`src/rtl/range_arbiter.sv`:
```
// range_arbiter: round-robin sharing of one range-finder engine between sample-stream requesters
module range_arbiter #(
  parameter int WIDTH   = 8,
  parameter int NREQ    = 2,
  parameter int MAX_LEN = 255
) (
  input  logic                  clk,
  input  logic                  rst_n,
  input  logic [NREQ-1:0]       req_valid,
  input  logic [NREQ*WIDTH-1:0] req_data,
  input  logic [NREQ-1:0]       req_last,
  output logic [NREQ-1:0]       req_ready,
  output logic [NREQ-1:0]       resp_done,
  output logic [WIDTH-1:0]      resp_range,
  output logic                  resp_error,
  output logic                  eng_go,
  output logic                  eng_finish,
  output logic [WIDTH-1:0]      eng_data,
  input  logic [WIDTH-1:0]      eng_range,
  input  logic                  eng_error,
  output logic                  busy
);
  localparam int GW = NREQ > 1 ? $clog2(NREQ) : 1;
  localparam int CW = $clog2(MAX_LEN + 1);
  localparam logic [1:0] IDLE = 2'd0;
  localparam logic [1:0] BUSY = 2'd1;
  localparam logic [1:0] FIN  = 2'd2;
  logic [1:0]       state;
  logic [GW-1:0]    grant, rr_ptr, pick, nxt;
  logic [CW-1:0]    cnt;
  logic             started;
  logic [WIDTH-1:0] last_q, g_data;
  logic [NREQ-1:0]  sel;
  logic             g_valid, g_last, in_busy, in_fin, accept, at_max;
  always_comb begin
    pick = '0;
    for (int j = NREQ - 1; j >= 0; j--) if (req_valid[j]) pick = GW'(j);
    for (int j = NREQ - 1; j >= 0; j--) if (req_valid[j] && GW'(j) >= rr_ptr) pick = GW'(j);
  end
  always_comb begin
    sel     = '0;
    g_valid = 1'b0;
    g_last  = 1'b0;
    g_data  = '0;
    for (int j = 0; j < NREQ; j++) begin
      sel[j] = GW'(j) == grant;
      if (GW'(j) == grant) begin
        g_valid = req_valid[j];
        g_last  = req_last[j];
        g_data  = req_data[j*WIDTH +: WIDTH];
      end
    end
  end
  assign in_busy    = state == BUSY;
  assign in_fin     = state == FIN;
  assign busy       = state != IDLE;
  assign accept     = in_busy & g_valid;
  assign at_max     = cnt + 1'b1 == CW'(MAX_LEN);
  assign nxt        = grant == GW'(NREQ - 1) ? '0 : grant + 1'b1;
  assign req_ready  = in_busy ? sel : '0;
  assign eng_go     = in_busy & (accept | started);
  assign eng_finish = in_fin;
  assign eng_data   = accept ? g_data : ((in_busy & started) | in_fin) ? last_q : '0;
  always_ff @(posedge clk or negedge rst_n) begin
    if (!rst_n) begin
      state      <= IDLE;
      grant      <= '0;
      rr_ptr     <= '0;
      cnt        <= '0;
      started    <= 1'b0;
      last_q     <= '0;
      resp_done  <= '0;
      resp_range <= '0;
      resp_error <= 1'b0;
    end else begin
      resp_done <= '0;
      if (state == IDLE) begin
        if (|req_valid) begin
          grant   <= pick;
          state   <= BUSY;
          cnt     <= '0;
          started <= 1'b0;
        end
      end else if (eng_error) begin
        resp_done  <= sel;
        resp_error <= 1'b1;
        resp_range <= '0;
        rr_ptr     <= nxt;
        state      <= IDLE;
      end else if (in_fin) begin
        resp_done  <= sel;
        resp_error <= 1'b0;
        resp_range <= eng_range;
        rr_ptr     <= nxt;
        state      <= IDLE;
      end else if (accept) begin
        started <= 1'b1;
        last_q  <= g_data;
        cnt     <= cnt + 1'b1;
        state   <= (g_last || at_max) ? FIN : BUSY;
      end
    end
  end
endmodule

```
`config.mk`:
```
export PLATFORM = sky130hd
export DESIGN_NAME = range_arbiter
export DESIGN_NICKNAME = d
export VERILOG_FILES = /design/src/rtl/range_arbiter.sv
export SDC_FILE = /design/constraint.sdc
export NUM_CORES = 1
export LEC_CHECK = 0
export CAP_MARGIN = 20
export CORE_MARGIN = 5
export CORE_UTILIZATION = 45
export DETAILED_ROUTE_END_ITERATION = 8
export GPL_TIMING_DRIVEN = 0
export PLACE_DENSITY = 0.81
export SETUP_SLACK_MARGIN = 0.02
export SKIP_CTS_REPAIR_TIMING = 1
export SYNTH_ARGS = -nofsm -noshare
export SYNTH_HDL_FRONTEND = slang
export SYNTH_SLANG_ARGS = --single-unit
```
`constraint.sdc`:
```
create_clock -name clk -period 3.3 [get_ports clk]
set_input_delay 0.495 -clock clk [delete_from_list [all_inputs] [get_ports clk]]
set_output_delay 0.495 -clock clk [all_outputs]
set_load 0.005 [all_outputs]
```
; ---- Word level (Yosys, flattened, before mapping)
; Cells that the tools add are included.
; Widths: inputs -> output; s select.
[classes]
bitwise = 9
order_cmp = 2
reduce_logical = 14
addsub = 2
n_eq_ne = 6
mux = 36
[ops]
columns = op, n
row1 = $mux 8, 10
row2 = $mux 2, 10
row3 = $mux 1, 16
row4 = $add 8x1->8 const B, 1
row5 = $eq 8x8->1 const B, 1
row6 = $reduce_and 4->1, 2
row7 = $ne 2x1->1 const B, 3
row8 = $reduce_and 2->1, 3
row9 = $reduce_bool 2->1, 3
row10 = $not 1->1, 4
row11 = $reduce_bool 4->1, 1
row12 = $and 1x1->1, 3
row13 = $eq 2x1->1 const B, 1
row14 = $eq 2x2->1 const B, 1
row15 = $ge 1x1->1 const A, 2
row16 = $logic_and 1x1->1, 2
row17 = $logic_not 2->1, 1
row18 = $or 1x1->1, 2
row19 = $reduce_or 2->1, 1
row20 = $add 1x1->1 const B, 1
row21 = $logic_or 1x1->1, 1
[totals]
regBits = 32
in_bits = 31
word_cells = 78

; ---- Depth between registers and ports, before layout
[logic_depth]
depth_word = 8
mapped_depth = 7
depth_no_buf = 6

; ---- Worst setup path before layout
; No wires, ideal clock.
[synth_timing]
kind = reg-to-output
start = register grant
end = output port eng_data[0]
slack_ps = 1402
arrival_time_ps = 1403
t_required_ps = 2805
n_path_buf = 1
stages_incl_launch_ff = 7
path_cell_list = dfrtp_1 > buf_6 > mux2_2 > nand2_1 > a21boi_2 > nand2_1 > o21ai_0
[synth_between]
elab_chain_len = 3
elab_cells_between_ends = 4
classes_between = mux (3) / bitwise (1)
[synth_rtl]
columns = element, line_no
row1 = "start, declared", 29  ; logic [GW-1:0] grant, rr_ptr, pick, nxt;
row2 = "start signal, assigned", 79  ; grant <= pick;
row3 = $mux 1, 47  ; if (GW'(j) == grant) begin
row4 = $and 1x1->1, 57  ; assign accept = in_busy & g_valid;
row5 = $mux 8 *, 63  ; assign eng_data = accept ? g_data : ((in_busy & started) | in_fin) ? last_q : '0;
row6 = "end, declared", 18  ; output logic [WIDTH-1:0] eng_data,
; Every way passes the cells marked *; elsewhere a longest branch is shown, timed or not.

; ---- Worst setup path after layout
[layout_timing]
start = input port req_valid[1]
end = output port eng_data[5]
[layout_between]
elab_chain_len = 3
[layout_rtl]
columns = element, line_no
row1 = "start, declared", 9  ; input logic [NREQ-1:0] req_valid,
row2 = $mux 1, 47
row3 = $and 1x1->1, 57
row4 = $mux 8, 63
; No other way between the ends.

==> tab_implementation.tex <==
\begin{tabular}{lr}
\hline
Metric & Value \\
\hline
\multicolumn{2}{l}{\textbf{Status}} \\
Outcome & complete, no violations \\
\multicolumn{2}{l}{\textbf{Yosys}} \\
Most instantiated flip-flop cell in the synthesis netlist & sky130\_fd\_sc\_hd\_\_dfrtp\_1 \\
Library cells used by synthesis & 34 \\
Post-Synthesis Cells & 188 \\
Number of enable flip-flop cells after synthesis & 0 \\
Share of synthesized area occupied by flip-flops and latches & 0.473 \\
Top cell type's share of synthesized area & 0.473 \\
Top cells by area, synth & sky130\_fd\_sc\_hd\_\_dfrtp\_1, sky130\_fd\_sc\_hd\_\_o21ai\_0, sky130\_fd\_sc\_hd\_\_nand2\_1 \\
Synth Cell Area & approximately 1700 um2 \\
Count of state elements after synthesis & 32 \\
Share of flip-flops with an asynchronous set or reset after synthesis & 1.00 \\
Largest area contributor in the synthesized netlist & sky130\_fd\_sc\_hd\_\_dfrtp\_1 \\
Syn Nets & between 200 and 250 \\
Synth Warn \# & 0 \\
Post-synthesis area per instance & between 9 and 10 um2 \\
\multicolumn{2}{l}{\textbf{CTS}} \\
Number of clock buffers inserted by TritonCTS & 5 \\
Clk Tree Root Cell & sky130\_fd\_sc\_hd\_\_clkbuf\_8 \\
\# H-tree levels & 2 \\
Worst-path clk slew & about 0.070 ns \\
TritonCTS clock tree & done \\
CTS Sinks & 32 \\
Maximum clock path buffer count & 2 \\
Clock latency of the later-clocked register in the worst-skew pair & 0.29 ns \\
\multicolumn{2}{l}{\textbf{Power}} \\
Sw frac & 0.347 \\
Clock power share & 0.218 \\
Pint & between 1 and 1.5 mW \\
Power per cell area & 714 nW/um2 \\
Part of the power in registers & 0.337 \\
Leakage dissipation & $\sim$1.0 nW \\
Combinational share of power & 0.445 \\
Worst-case vdd ir drop & roughly 0.00043 V \\
Switching power & 0.596 mW \\
\multicolumn{2}{l}{\textbf{Timing}} \\
Setup TNS & 0 ns \\
Min setup slack post-route & approximately 0.22 ns \\
Final number of max-transition violations & 0 \\
RSZ-0062 raised after global routing & no \\
Final Hold Vio Count & 0 \\
Final setup violation count & 0 \\
Post-layout min period & 3.08 ns \\
Transition time of the tightest slew-check pin & 0.724 ns \\
FMAX & 325 MHz \\
Period Utilization, post-route & 0.932 \\
Worst relative slew slack & 0.517 \\
Worst setup skew after layout & 0.00613 ns \\
\multicolumn{2}{l}{\textbf{Finish}} \\
Sequential standard cell area & $\sim$800 um2 \\
Count of inserted antenna diode cells & 0 \\
Area delta synth->final & 42.2\% \\
Share of layout cells above drive strength 1 & 0.0720 \\
Area of the multi-input gates & roughly 840 um2 \\
Number of nets in the finished design & between 200 and 300 \\
\# fillers & 298 \\
Fraction of the core area covered by cells at the end of the flow & 0.658 \\
\multicolumn{2}{l}{\textbf{Setup path}} \\
Crit Path Class & in -> out \\
Biggest fanout along the worst timing path & 10 \\
Sort of element at the start of the critical path & primary input \\
Buffers \& Inverters on Critical Path & 2 \\
Cell with the biggest individual delay on the critical path & sky130\_fd\_sc\_hd\_\_clkdlybuf4s50\_1 \\
Critical path cell sequence & clkdlybuf4s50\_1, mux2\_2, nand2\_1, a21boi\_4, nand2\_1, o21ai\_0, clkdlybuf4s50\_1 \\
Arrival time at the worst endpoint & about 2.6 ns \\
Worst path required time & 2.80 ns \\
Crit-path leading delay family & buffers and inverters \\
Maximum cell stage delay along the critical path & between 0.5 and 0.6 ns \\
Crit. End Element & primary output \\
\multicolumn{2}{l}{\textbf{Drt}} \\
Number of vias per cell after detailed routing & 5.09 \\
Via count & 1,517 \\
Initial DRC Count & 59 \\
Antenna Violating Nets Remaining & 0 \\
WL/cell & approximately 13 um \\
\# DRC & 0 \\
Detailed-router iteration count before antenna repair & 4 \\
Post-detailed-routing wire length & 4.02 mm \\
\multicolumn{2}{l}{\textbf{Floorplan}} \\
Starting Density & 0.463 \\
Placeable core region & about 3700 um2 \\
Die span in y & 71.4 um \\
Die Width & roughly 71 um \\
Cell Rows & 22 \\
Top-Level Pins & 55 \\
Floorplan die area & $\sim$5100 um2 \\
\multicolumn{2}{l}{\textbf{Placement}} \\
Placer Congestion & around 0.86 \\
Number of I/O port buffers & 54 \\
Hpwl dp & roughly 3 mm \\
Pre-CTS WS & around 0.14 ns \\
\multicolumn{2}{l}{\textbf{GRT}} \\
Via count of the first global-routing pass & around 1,500 \\
Wire length of the first global-routing pass & around 6.7 mm \\
Initial antenna violation count & 0 \\
Pin count of the biggest net entering global routing & 33 \\
Remaining global-route overflow & 0 \\
Combined global-route utilization of all metal layers & 0.165 \\
\multicolumn{2}{l}{\textbf{Flow run}} \\
Max-cap violation count & 0 \\
\multicolumn{2}{l}{\textbf{Worst hold path}} \\
Worst Hold Class & in -> async \\
\hline
\end{tabular}
[area by class of cell]
cell class              instances  area share
multi-input cells             145       0.348
well taps                      48      0.0249
plain buffers                   8      0.0218
clock inverters                 3      0.0177
clock buffers                   5      0.0286
flip-flops and latches         32       0.332
repair buffers                 54       0.222
inverters                       3     0.00468
[cell usage in the layout, fill, tap and decap left out, drive strengths merged]
cell,count
ha,2
and3b,1
a22oi,8
xnor2,1
buf,4
nand2,39
dfrtp,32
nor2b,4
a21oi,3
bufinv,1
a221oi,1
and2,4
a211oi,1
mux2,1
nand3b,1
xor2,3
and3,1
clkbuf,10
o31ai,2
nand3,6
nand4b,1
o21ai,38
nor2,9
clkinv,1
a21o,2
mux2i,9
a31oi,1
nand2b,3
inv,3
or3,1
a21boi,1
clkinvlp,1
nor3,2
clkdlybuf4s50,53
[stage by stage]
| step | area [um2] | hold slack, ns | total power, mW | cells |
|---|---|---|---|---|
| 6_report | 2410 | 0.258 | 1.72 | 298 |
| 5_1_grt | 2410 | 0.321 | 1.85 | 298 |
| 4_1_cts | 2400 | 0.276 | 1.74 | 298 |
| 3_5_place_dp | 2290 | 0.472 | 1.35 | 290 |
| 3_3_place_gp | 2290 | 0.463 | 1.33 | 290 |
| 2_1_floorplan | 1690 | 0.199 | 0.989 | 188 |
[registers in the layout, indices dropped and copies added (netlist names)]
register,count
last_q,8
resp_range,8
resp_error,1
resp_done,2
cnt,8
started,1
state,2
grant,1
rr_ptr,1
[logic make-up after synthesis]
logic type | count (synthesis) | synth area share
buf+inv | 11 | 0.0377
mux | 10 | 0.0598
xor+xnor | 4 | 0.0207
compound gates | 57 | 0.194
flops | 32 | 0.473
simple gates | 72 | 0.200
fa+ha+maj | 2 | 0.0148
[worst paths after layout]
check,from,to,slack [ns],cells after the start
min in group clk,last_q[3]$_DFFE_PN0P_,last_q[3]$_DFFE_PN0P_,0.49,2
worst max-delay path,req_valid[1],eng_data[5],0.22,7
worst min-delay path,rst_n,resp_done[1]$_DFF_PN0_,0.26,1
worst min register to register,last_q[3]$_DFFE_PN0P_,last_q[3]$_DFFE_PN0P_,0.49,2
worst max register to register,grant$_DFFE_PN0P_,cnt[3]$_DFFE_PN0P_,1.61,7
max in group asynchronous,rst_n,cnt[3]$_DFFE_PN0P_,2.57,1
[synthesized netlist by cell type (2+ instances only)]
cell and count:
sky130_fd_sc_hd__nand3_1 6, sky130_fd_sc_hd__nand2_1 39, sky130_fd_sc_hd__a21o_1 2, sky130_fd_sc_hd__nor2b_1 4, sky130_fd_sc_hd__inv_1 2, sky130_fd_sc_hd__o21ai_0 32, sky130_fd_sc_hd__o21ai_1 6, sky130_fd_sc_hd__o31ai_1 2
sky130_fd_sc_hd__a21oi_1 3, sky130_fd_sc_hd__buf_6 3, sky130_fd_sc_hd__mux2i_1 9, sky130_fd_sc_hd__nand2b_1 3, sky130_fd_sc_hd__nor2_1 9, sky130_fd_sc_hd__ha_1 2, sky130_fd_sc_hd__a22oi_1 8, sky130_fd_sc_hd__clkbuf_1 5
sky130_fd_sc_hd__xor2_1 3, sky130_fd_sc_hd__and2_1 3, sky130_fd_sc_hd__dfrtp_1 32
[per-layer routing]
layer / vias up / routed length [um] / track usage
met4: 0 / 60 / 0.0564
met3: 7 / 311 / 0.0603
met1: 694 / 1800 / 0.203
li1: 774 / - / -
met2: 42 / 1840 / 0.267
met5: - / 0 / 0
[worst register-to-register path, stage by stage (launching register included)]
cell	delay, ns
sky130_fd_sc_hd__dfrtp_1	0.37
sky130_fd_sc_hd__buf_6	0.14
sky130_fd_sc_hd__mux2i_1	0.16
sky130_fd_sc_hd__or3_4	0.39
sky130_fd_sc_hd__buf_6	0.15
sky130_fd_sc_hd__and2_4	0.16
sky130_fd_sc_hd__o21ai_1	0.13
sky130_fd_sc_hd__o31ai_1	0.08
[power by group through the flow]
stage	Sequential [mW]	Clock (mW)	Combinational, mW
finish	0.579	0.376	0.765
global route	0.597	0.399	0.857
CTS	0.579	0.386	0.771
detailed placement	0.584	0	0.767
global placement	0.581	0	0.751
floorplan	0.572	0	0.417
Power figures use the tool's default switching activity.
